--- config.mk ---
export PLATFORM = sky130hd
export DESIGN_NAME = mem_arbiter
export DESIGN_NICKNAME = d
export VERILOG_FILES = /design/src/rtl/mem_arbiter.sv
export SDC_FILE = /design/constraint.sdc
export NUM_CORES = 1
export LEC_CHECK = 0
export ABC_AREA = 1
export BUFFER_PORTS_ARGS = -buffer_cell sky130_fd_sc_hd__buf_2
export CORE_UTILIZATION = 26
export CTS_BUF_LIST = sky130_fd_sc_hd__clkbuf_4 sky130_fd_sc_hd__clkbuf_8 sky130_fd_sc_hd__clkbuf_16
export CTS_CLUSTER_SIZE = 16
export DETAILED_ROUTE_END_ITERATION = 12
export REMOVE_ABC_BUFFERS = 1
export SLEW_MARGIN = 0
export SYNTH_ARGS = -nofsm -noshare
export SYNTH_HDL_FRONTEND = slang
export SYNTH_SLANG_ARGS = --single-unit
--- constraint.sdc ---
create_clock -name clk -period 4.6 [get_ports clk]
set_input_delay 0.92 -clock clk [delete_from_list [all_inputs] [get_ports clk]]
set_output_delay 0.92 -clock clk [all_outputs]
set_load 0.01 [all_outputs]
--- src/rtl/mem_arbiter.sv ---
// Two-requester memory arbiter: one pending slot per requester, round-robin
// grant, IDLE/ISSUE/WAIT sequencing toward a fixed-latency memory.
//
// Ports:
//   clk, rst                  clock, synchronous active-high reset
//   rq_read / rq_write        per-requester command pulses (bit i = requester i)
//   rq_readaddress            per-requester read address slices
//   rq_writeaddress           per-requester write address slices
//   rq_writedata              per-requester write data slices
//   rq_readdata / rq_readvalid  returned read data (held) and its one-cycle pulse
//   rq_writeack               one-cycle pulse when a write was committed
//   rq_busy                   pending slot occupied
//   mem_read / mem_write      one-cycle memory strobes
//   mem_address / mem_writedata  memory address and write data
//   mem_readdata              read data, valid RD_LAT cycles after mem_read
//   err                       sticky protocol-error flag
module mem_arbiter #(
    parameter int W      = 32,
    parameter int ADDR_W = 32,
    parameter int RD_LAT = 1
) (
    input  logic                clk,
    input  logic                rst,
    input  logic [1:0]          rq_read,
    input  logic [1:0]          rq_write,
    input  logic [2*ADDR_W-1:0] rq_readaddress,
    input  logic [2*ADDR_W-1:0] rq_writeaddress,
    input  logic [2*W-1:0]      rq_writedata,
    output logic [2*W-1:0]      rq_readdata,
    output logic [1:0]          rq_readvalid,
    output logic [1:0]          rq_writeack,
    output logic [1:0]          rq_busy,
    output logic                mem_read,
    output logic                mem_write,
    output logic [ADDR_W-1:0]   mem_address,
    output logic [W-1:0]        mem_writedata,
    input  logic [W-1:0]        mem_readdata,
    output logic                err
);

    localparam logic [3:0] LAT_M1 = 4'(RD_LAT - 1);

    typedef enum logic [1:0] {
        S_IDLE,
        S_ISSUE,
        S_WAIT
    } state_t;

    state_t             r_state;
    state_t             w_next;
    logic [1:0]         r_valid;
    logic [1:0]         r_wr;
    logic [ADDR_W-1:0]  r_addr [2];
    logic [W-1:0]       r_data [2];
    logic               r_last;
    logic               r_gnt;
    logic [3:0]         r_cnt;

    logic               w_gnt;
    logic               w_grant;
    logic               w_wr_done;
    logic               w_rd_done;
    logic               w_err;
    logic [1:0]         w_acc_wr;
    logic [1:0]         w_acc_rd;

    assign rq_busy = r_valid;

    always_comb begin
        // Contention goes to whoever was not granted last.
        w_gnt     = (&r_valid) ? ~r_last : r_valid[1];
        w_grant   = (r_state == S_IDLE) && (|r_valid);
        w_wr_done = (r_state == S_ISSUE) && r_wr[r_gnt];
        w_rd_done = (r_state == S_WAIT) && (r_cnt == 4'd0);
        // Capture decisions use the busy flag of this cycle only, so a slot
        // freed on the same edge still rejects the pulse.
        w_acc_wr  = rq_write & ~r_valid;
        w_acc_rd  = rq_read & ~rq_write & ~r_valid;
        w_err     = (|((rq_read | rq_write) & r_valid))
                  | (|(rq_read & rq_write));
    end

    always_comb begin
        w_next = r_state;
        unique case (r_state)
            S_IDLE:  if (|r_valid) w_next = S_ISSUE;
            S_ISSUE: w_next = r_wr[r_gnt] ? S_IDLE : S_WAIT;
            S_WAIT:  if (r_cnt == 4'd0) w_next = S_IDLE;
            default: w_next = S_IDLE;
        endcase
    end

    always_ff @(posedge clk) begin
        if (rst) r_state <= S_IDLE;
        else     r_state <= w_next;
    end

    always_ff @(posedge clk) begin
        if (rst) begin
            r_valid <= '0;
            r_wr    <= '0;
            for (int i = 0; i < 2; i++) begin
                r_addr[i] <= '0;
                r_data[i] <= '0;
            end
        end else begin
            for (int i = 0; i < 2; i++) begin
                if (w_acc_wr[i]) begin
                    r_valid[i] <= 1'b1;
                    r_wr[i]    <= 1'b1;
                    r_addr[i]  <= rq_writeaddress[ADDR_W*i +: ADDR_W];
                    r_data[i]  <= rq_writedata[W*i +: W];
                end else if (w_acc_rd[i]) begin
                    r_valid[i] <= 1'b1;
                    r_wr[i]    <= 1'b0;
                    r_addr[i]  <= rq_readaddress[ADDR_W*i +: ADDR_W];
                end else if ((w_wr_done || w_rd_done) && (r_gnt == i[0])) begin
                    r_valid[i] <= 1'b0;
                end
            end
        end
    end

    always_ff @(posedge clk) begin
        if (rst) begin
            rq_readdata   <= '0;
            rq_readvalid  <= '0;
            rq_writeack   <= '0;
            mem_read      <= 1'b0;
            mem_write     <= 1'b0;
            mem_address   <= '0;
            mem_writedata <= '0;
            err           <= 1'b0;
            r_last        <= 1'b1;
            r_gnt         <= 1'b0;
            r_cnt         <= '0;
        end else begin
            rq_readvalid <= '0;
            rq_writeack  <= '0;
            if (w_err) err <= 1'b1;
            if (w_grant) begin
                r_gnt         <= w_gnt;
                r_last        <= w_gnt;
                mem_address   <= r_addr[w_gnt];
                mem_writedata <= r_data[w_gnt];
                mem_read      <= ~r_wr[w_gnt];
                mem_write     <= r_wr[w_gnt];
            end
            if (r_state == S_ISSUE) begin
                mem_read  <= 1'b0;
                mem_write <= 1'b0;
                r_cnt     <= LAT_M1;
            end
            if (r_state == S_WAIT) r_cnt <= r_cnt - 4'd1;
            if (w_wr_done) rq_writeack[r_gnt] <= 1'b1;
            if (w_rd_done) begin
                rq_readvalid[r_gnt] <= 1'b1;
                if (r_gnt) rq_readdata[2*W-1 -: W] <= mem_readdata;
                else       rq_readdata[W-1:0]      <= mem_readdata;
            end
        end
    end

endmodule

Word level (Yosys, flattened, before mapping):

Memories as Yosys holds them, arrays and structs flattened. A register that Yosys moved wholly into a read port is not among the register bits.
Index checks and enable logic that the tools add are counted.
W data, S select, Z words.

* $add $sub $neg: 1
* order comparisons: 3
* eq/ne operators: 4
* multiplexer cells: 45
* bitwise logic cells: 20
* reductions and logical operators: 24

Operator list (number)
* $mux W32: 6
* $mux W1: 32
* $reduce_or A2 Y1: 6
* $and A2 B2 Y2: 5
* $mux W4: 2
* $reduce_and A2 Y1: 4
* $or A1 B1 Y1: 7
* $logic_and A1 B1 Y1: 6
* $mux W2: 3
* $pmux W2 S3: 1
* $reduce_bool A2 Y1: 3
* $reduce_bool A3 Y1: 2
* $not A1 Y1: 5
* $logic_not A4 Y1: 1
* $lt A1 B2 Y1 const B: 2
* $not A2 Y2: 2
* $sub A4 B1 Y4 const B: 1
* $eq A2 B1 Y1 const B: 1
* $eq A2 B2 Y1 const B: 1
* $logic_not A2 Y1: 1
* $ne A2 B1 Y1 const B: 1
* $ne A2 B2 Y1 const B: 1
* $or A2 B2 Y2: 1
* $demux W1 S1: 1
* other kinds (2): 2

* register bits after elaboration: 83
* memory bits (writable): 128
* input port bits: 230
* output and inout bits: 137
* logic and storage cells: 114
* memories: 2

Memories
* r_addr: depth 2, bits a word 32, rd ports 1, clocked after Yosys merged registers in 1, wr ports 2, RTL line 53 `logic [ADDR_W-1:0] r_addr [2];`
* r_data: depth 2, bits a word 32, rd ports 1, clocked after Yosys merged registers in 1, wr ports 2, RTL line 54 `logic [W-1:0] r_data [2];`

Depth between registers and ports, before layout:

Gate-level depths: netlist (run 1).

* word-level depth: 8
* gate-level depth with buffers: 8
* mapped depth without buffers: 7

Least setup slack after synthesis (run 1):

Ideal clock, no wire load.

* path type: input to register
* from: in rq_write[0]
* to: mem r_addr[0][0], enable pin
* setup time: 0.466 ns
* data arrival time: 3.245 ns
* data required time: 4.134 ns
* setup slack: 0.889 ns
* stages on the path: 2
* buffers on the path: 0
* cell sequence: nor2_1 > o21ai_0

RTL lines
* start, declared: RTL line 25 `input logic [1:0] rq_write,`
* end, declared: RTL line 53

Final worst setup path (run 1):

* from: reg r_valid[0], in the netlist rq_busy[0]
* to: out rq_busy[0]

RTL lines
* start, declared: RTL line 51 `logic [1:0] r_valid;`
* start signal, assigned: RTL line 100 `r_valid <= '0;`
* start signal, assigned by index: RTL line 109 `r_valid[i] <= 1'b1;`
* start signal, assigned by index: RTL line 114 `r_valid[i] <= 1'b1;`
* end, declared: RTL line 32 `output logic [1:0] rq_busy,`

No word-level cell between the ends.

==> results of run 1 <==
cell families after synthesis:
family / Yosys count / share of synthesized area (%)
and+or+nand+nor: 414 / 15.5
DFF: 275 / 60.7
adders and majority gates: 5 / 0.560
AOI/OAI and AO/OA: 312 / 14.9
buffers and inverters: 200 / 8.28
flip-flops by register name, indices dropped and copies added (netlist names), 4 cells and up:
| register | count |
|---|---|
| r_addr | 64 |
| r_data | 64 |
| rq_readdata | 64 |
| mem_address | 32 |
| mem_writedata | 32 |
| r_cnt | 4 |
layer usage:
| metal | vias to the layer above | part of all wire [%] | track usage (%) |
|---|---|---|---|
| li1 | 4710 | - | - |
| met5 | - | 0 | 0 |
| met3 | 72 | 7.0 | 3.53 |
| met4 | 0 | 4.5 | 6.80 |
| met1 | 4459 | 41 | 17.7 |
| met2 | 330 | 48 | 23.9 |
report_power, final:
part | switching, mW | total [mW] | internal, mW
registers | 0.207 | 3.26 | 3.06
logic | 1.08 | 1.66 | 0.582
clock network | 0.992 | 2.54 | 1.55
total | 2.28 | 7.46 | 5.19
worst max-delay path by stage:
stage,to
3_3_place_gp,r_addr[1][22]
3_5_place_dp,r_addr[1][18]
4_1_cts,rq_busy[0]
2_1_floorplan,r_addr[0][0]
5_1_grt,mem_address[10]
6_report,rq_busy[0]
area by class of cell:
type | count | area (sq um)
Sequential cell | 275 | 6790
Antenna cell | 7 | 17.5
Inverter | 112 | 425
Clock inverter | 9 | 101
Timing Repair Buffer | 378 | 1920
Clock buffer | 46 | 961
Multi-Input combinational cell | 731 | 3510
Tap cell | 539 | 674
Fill cell | 4346 | 27700
placed cells by master (no fill, tap or decap), types with 2 or more instances in the layout:
cell type	synthesis	final
buf_2	47	366
nand2_1	184	183
dfxtp_1	147	147
nor2_1	145	145
edfxtp_1	128	128
inv_1	105	105
o21ai_0	106	103
a21oi_1	71	71
nand3_1	67	67
a31oi_1	66	66
o21ai_1	63	63
clkbuf_16	0	33
buf_4	15	12
diode_2	0	7
clkbuf_4	0	7
clkbuf_8	0	6
inv_2	7	5
o21ai_4	1	5
ha_1	5	5
nor3_1	4	4
clkinv_2	0	4
nor2_2	4	3
inv_4	0	2
nor2_4	1	2
nand2_2	1	2
nor2_8	2	2
and3_1	2	2
bufinv_16	0	2
cell usage after synthesis (all sizes together) (2+ instances only):
cell type | n | area (sq um)
nand3 | 69 | 363
a31oi | 66 | 413
ha | 5 | 62.6
nor3 | 4 | 20.0
edfxtp | 128 | 3840
dfxtp | 147 | 2940
nor2 | 152 | 621
nand2 | 186 | 708
and3 | 2 | 12.5
o21ai | 171 | 871
buf | 70 | 438
clkbuf | 18 | 67.6
inv | 112 | 420
a21oi | 71 | 355
==> results.sh, run 1 <==
export IMPL_dieArea_sq_um=43800
export IMPL_hp_start="mem_write"
export IMPL_synth_edf_count=128
export IMPL_hold_buffers=0
export IMPL_io_pins=367
export IMPL_cpLargestDelayFamily="flip-flops"
export IMPL_cp_num_buf_inv=1
export IMPL_setup_ws_ns=2.15
export IMPL_root_buffer="clkbuf_16"
export IMPL_ys_seq_area_share_pct=60.7
export IMPL_first_global_vias=9238
export IMPL_setup_worst_path_class="reg2out"
export IMPL_hold_path_depth=2
export IMPL_fp_row_count=75
export IMPL_overflow=0
export IMPL_crit_cells=1
export IMPL_reg2reg_to="mem_address[10]"
export IMPL_cp_cell_sequence="buf_2"
export IMPL_cp_startpoint="rq_busy[0]"
export IMPL_start_util_pct=26.5
export IMPL_fin_nets=1764
export IMPL_ys_flop_type="dfxtp_1"
export IMPL_grt_max_degree=109
export IMPL_cts_tree="built"
export IMPL_p_leak_nw=6.69
export IMPL_skew_ns=0.0210
export IMPL_rr_worst_depth=5
export IMPL_die_y_um=209
export IMPL_post_route_min_period_ns=2.45
export IMPL_yosys_warnings=0
export IMPL_clock_path_buffers=3
export IMPL_p_per_area_nw_per_um2=518
export IMPL_clk_latency_ns=0.57
export IMPL_tightestPinTransition_ns=1.04
export IMPL_drt_initial_drc_count=506
export IMPL_wl_per_cell_um=15.5
export IMPL_antenna_found_initial=7
export IMPL_worst_hold_slack_ns=0.482
export IMPL_arrival_ns=1.53
export IMPL_status="finished clean"
export IMPL_setup_violations=0
export IMPL_end_kind="output port"
export IMPL_whs_endpoint="mem_write"
export IMPL_reg2reg_from="rq_busy[1]"
export IMPL_fmax_mhz=409
export IMPL_max_cap_viol_count=0
export IMPL_crit_slowest_cell="dfxtp_1"
export IMPL_path_max_fanout=10
export IMPL_avgViaCountPerCell=4.56
export IMPL_hold_path_class="reg2reg"
export IMPL_power_mw=7.46
export IMPL_maxSlewHeadroom_pct=31.0
export IMPL_die_w_um=209
export IMPL_worst_ep_required_time_ns=3.68
export IMPL_period_share_pct=53.2
export IMPL_port_buffers=366
export IMPL_drc_errors=0
export IMPL_avgSynthCellArea_sq_um=9.27
export IMPL_coreArea_sq_um=42100
export IMPL_rsz0062_at_grt="no"
export IMPL_clk_pin_slew_ns=0.06
export IMPL_post_cts_setup_buffers=0
export IMPL_drive_gt1_share_pct=29.4
export IMPL_drtPass1Iterations=5
export IMPL_dpl_hpwl_um=21500
export IMPL_r2r_slack_ns=2.18
export IMPL_netlist_area_sq_um=11200
export IMPL_dpl_cell_area_sq_um=13300
export IMPL_ant_nets=0
export IMPL_cts_htree_levels=1
export IMPL_final_area_sq_um=14400
export IMPL_netlist_instances=1206
export IMPL_via_count=9571
export IMPL_ctsResizeCount=0
export IMPL_grt_pass1_wl_um=50200
export IMPL_hold_viol=0
export IMPL_vdd_drop_max_mv=0.247
export IMPL_synthDistinctLibCells=32
export IMPL_cts_sinks=275
export IMPL_start_kind="flop"
export IMPL_async_reset_ff_share_pct=0
export IMPL_globalRouteTotalUtil_pct=14.5
export IMPL_fin_util_pct=34.2
export IMPL_synth_seq_cells=275
export IMPL_place_congestion=0.838
export IMPL_routed_wl_um=32600
export IMPL_synthToLayoutAreaGrowth_pct=28.9
export IMPL_drv_slew=0
export IMPL_place_inst=2035
export IMPL_cts_buffers=31
export IMPL_setup_tns_ns=0
export IMPL_dp_slack_ns=1.60
export IMPL_cp_slowest_stage_delay_ns=0.69
export IMPL_finalNonFillerCells=2097
Power figures use the tool's default switching activity.
==> run 2: changes to the inputs <==
==> constraint.sdc (replaced) <==
create_clock -name clk -period 1.95 [get_ports clk]
set_input_delay 0.39 -clock clk [delete_from_list [all_inputs] [get_ports clk]]
set_output_delay 0.39 -clock clk [all_outputs]
set_load 0.01 [all_outputs]
==> run 2 against run 1 <==
Non-clock buffer count is 17 higher. Count of clock-buffer cells in the layout is 1 higher. Die area stayed put. Clock power is 120% higher. Critical path depth is 6 higher. Cell area is 1.3% higher. Core utilization is 0.45 points higher. Sequential power is 140% higher. Critical path type is now reg2reg. Largest cell class unchanged. Routed wire length is 2.7% higher. Register-to-register slack worse by 1.9 ns. Combinational power grew to 2.5 times the previous value. Worst setup slack worse by 1.9 ns.
==> results.sh, run 2 (synthesis gave the netlist of run 1 again) <==
export IMPL_final_common_cell="buf_2"
export IMPL_status="finished clean"
export IMPL_cts_htree_levels=1
export IMPL_clk_latency_ns=0.57
export IMPL_first_global_vias=9347
export IMPL_place_inst=2052
export IMPL_cp_cell_sequence="inv_1 -> ha_1 -> nand3_4 -> nor2_8 -> buf_12 -> o21ai_1 -> a21oi_1"
export IMPL_cts_buffers=30
export IMPL_cp_num_buf_inv=2
export IMPL_hold_buffers=0
export IMPL_setup_violations=0
export IMPL_place_congestion=0.811
export IMPL_fp_row_count=75
export IMPL_cp_slowest_stage_delay_ns=0.33
export IMPL_rsz0062_at_grt="no"
export IMPL_drtPass1Iterations=5
export IMPL_antenna_found_initial=3
export IMPL_wl_per_cell_um=15.9
export IMPL_finalNonFillerCells=2109
export IMPL_maxSlewHeadroom_pct=52.3
export IMPL_rr_worst_depth=7
export IMPL_post_route_min_period_ns=1.70
export IMPL_routed_wl_um=33400
export IMPL_port_buffers=366
export IMPL_hold_path_class="in2reg"
export IMPL_path_max_fanout=23
export IMPL_grt_max_degree=125
export IMPL_hold_path_depth=2
export IMPL_p_leak_nw=6.80
export IMPL_max_cap_viol_count=0
export IMPL_final_cell_mix="buf_2, nand2_1, dfxtp_1, nor2_1, edfxtp_1"
export IMPL_power_mw=17.4
export IMPL_overflow=0
export IMPL_start_kind="flop"
export IMPL_synthToLayoutAreaGrowth_pct=30.5
export IMPL_clk_pin_slew_ns=0.06
export IMPL_arrival_ns=2.18
export IMPL_via_count=9650
export IMPL_cts_sinks=275
export IMPL_drive_gt1_share_pct=30.2
export IMPL_die_y_um=209
export IMPL_period_share_pct=87.0
export IMPL_setup_worst_path_class="reg2reg"
export IMPL_reg_largest_list="r_addr (64), r_data (64), rq_readdata (64)"
export IMPL_coreArea_sq_um=42100
export IMPL_dpl_hpwl_um=22500
export IMPL_ant_nets=0
export IMPL_worst_hold_slack_ns=0.0835
export IMPL_io_pins=367
export IMPL_vdd_drop_max_mv=0.499
export IMPL_globalRouteTotalUtil_pct=14.8
export IMPL_die_w_um=209
export IMPL_avgViaCountPerCell=4.58
export IMPL_fin_nets=1780
export IMPL_post_cts_setup_buffers=0
export IMPL_root_buffer="clkbuf_16"
export IMPL_dieArea_sq_um=43800
export IMPL_worst_ep_required_time_ns=2.43
export IMPL_crit_cells=7
export IMPL_skew_ns=0.0186
export IMPL_drt_initial_drc_count=516
export IMPL_cpLargestDelayFamily="simple AND/OR/NAND/NOR gates"
export IMPL_clock_path_buffers=3
export IMPL_cts_tree="built"
export IMPL_fill_cells=4340
export IMPL_start_util_pct=26.5
export IMPL_hold_viol=0
export IMPL_p_per_area_nw_per_um2=1200
export IMPL_grt_pass1_wl_um=51100
export IMPL_ctsResizeCount=0
export IMPL_end_kind="flop"
export IMPL_drc_errors=0
export IMPL_tightestPinTransition_ns=0.714
export IMPL_drv_slew=0
export IMPL_fmax_mhz=590
export IMPL_crit_slowest_cell="dfxtp_1"
-- run 2: cell count changes in the layout (fill, tap and decap cells not counted), sizes merged --
| cell | delta |
|---|---|
| clkbuf | +1 |
| buf | +17 |
| diode | -5 |
| bufinv | -2 |
| inv | +1 |
-- run 2: worst reg2reg max path, cell delays in order, from the launching register on --
cell     delay, ns
dfxtp_1       0.33
inv_1         0.08
ha_1          0.24
nand3_4       0.18
nor2_8        0.33
buf_12        0.22
o21ai_1       0.08
a21oi_1       0.16
-- run 2: report_power, final --
group          internal (mW)  total [mW]  switching [mW]
Clock                   3.25        5.55            2.30
Combinational           1.55        4.20            2.65
Sequential              7.21        7.69           0.479
Total                   12.0        17.4            5.42
-- run 2: per-stage QoR --
stage	setup WS [ns]	utilization [%]	TNS, ns	cell area [sq um]
floorplan	-1.85	-	-367.36	10700
detailed placement	0.178	32.3	0	13600
global placement	0.204	32.3	0	13600
finish	0.254	34.6	0	14600
global route	0.0973	34.6	0	14600
CTS	0.198	34.6	0	14600
-- run 2: area by class of cell --
cell class / count / area, sq um / area share [%]
Clock buffer: 47 / 927 / 6.36
Tap cell: 539 / 674 / 4.62
Sequential cell: 275 / 6790 / 46.5
Multi-Input combinational cell: 731 / 3510 / 24.1
Inverter: 112 / 425 / 2.92
Clock inverter: 8 / 45.0 / 0.309
Timing Repair Buffer: 395 / 2210 / 15.2
Antenna cell: 2 / 5.00 / 0.0343
-- run 2: worst paths after layout --
| check | startpoint | endpoint | slack [ns] |
|---|---|---|---|
| setup / recovery | r_state[0] | rq_readdata[48] | 0.25 |
| hold / removal | rq_read[0] | r_wr[0] | 0.08 |
| setup reg to reg | r_state[0] | rq_readdata[48] | 0.25 |
| hold reg to reg | r_last | r_last | 0.48 |
-- run 2: metal layers --
metal / vias to the layer above / wire, um / track usage [%]
met5: - / 13 / 0
met4: 2 / 884 / 4.54
met3: 57 / 2030 / 2.63
met2: 346 / 16300 / 26.1
met1: 4502 / 14200 / 18.2
li1: 4743 / - / -
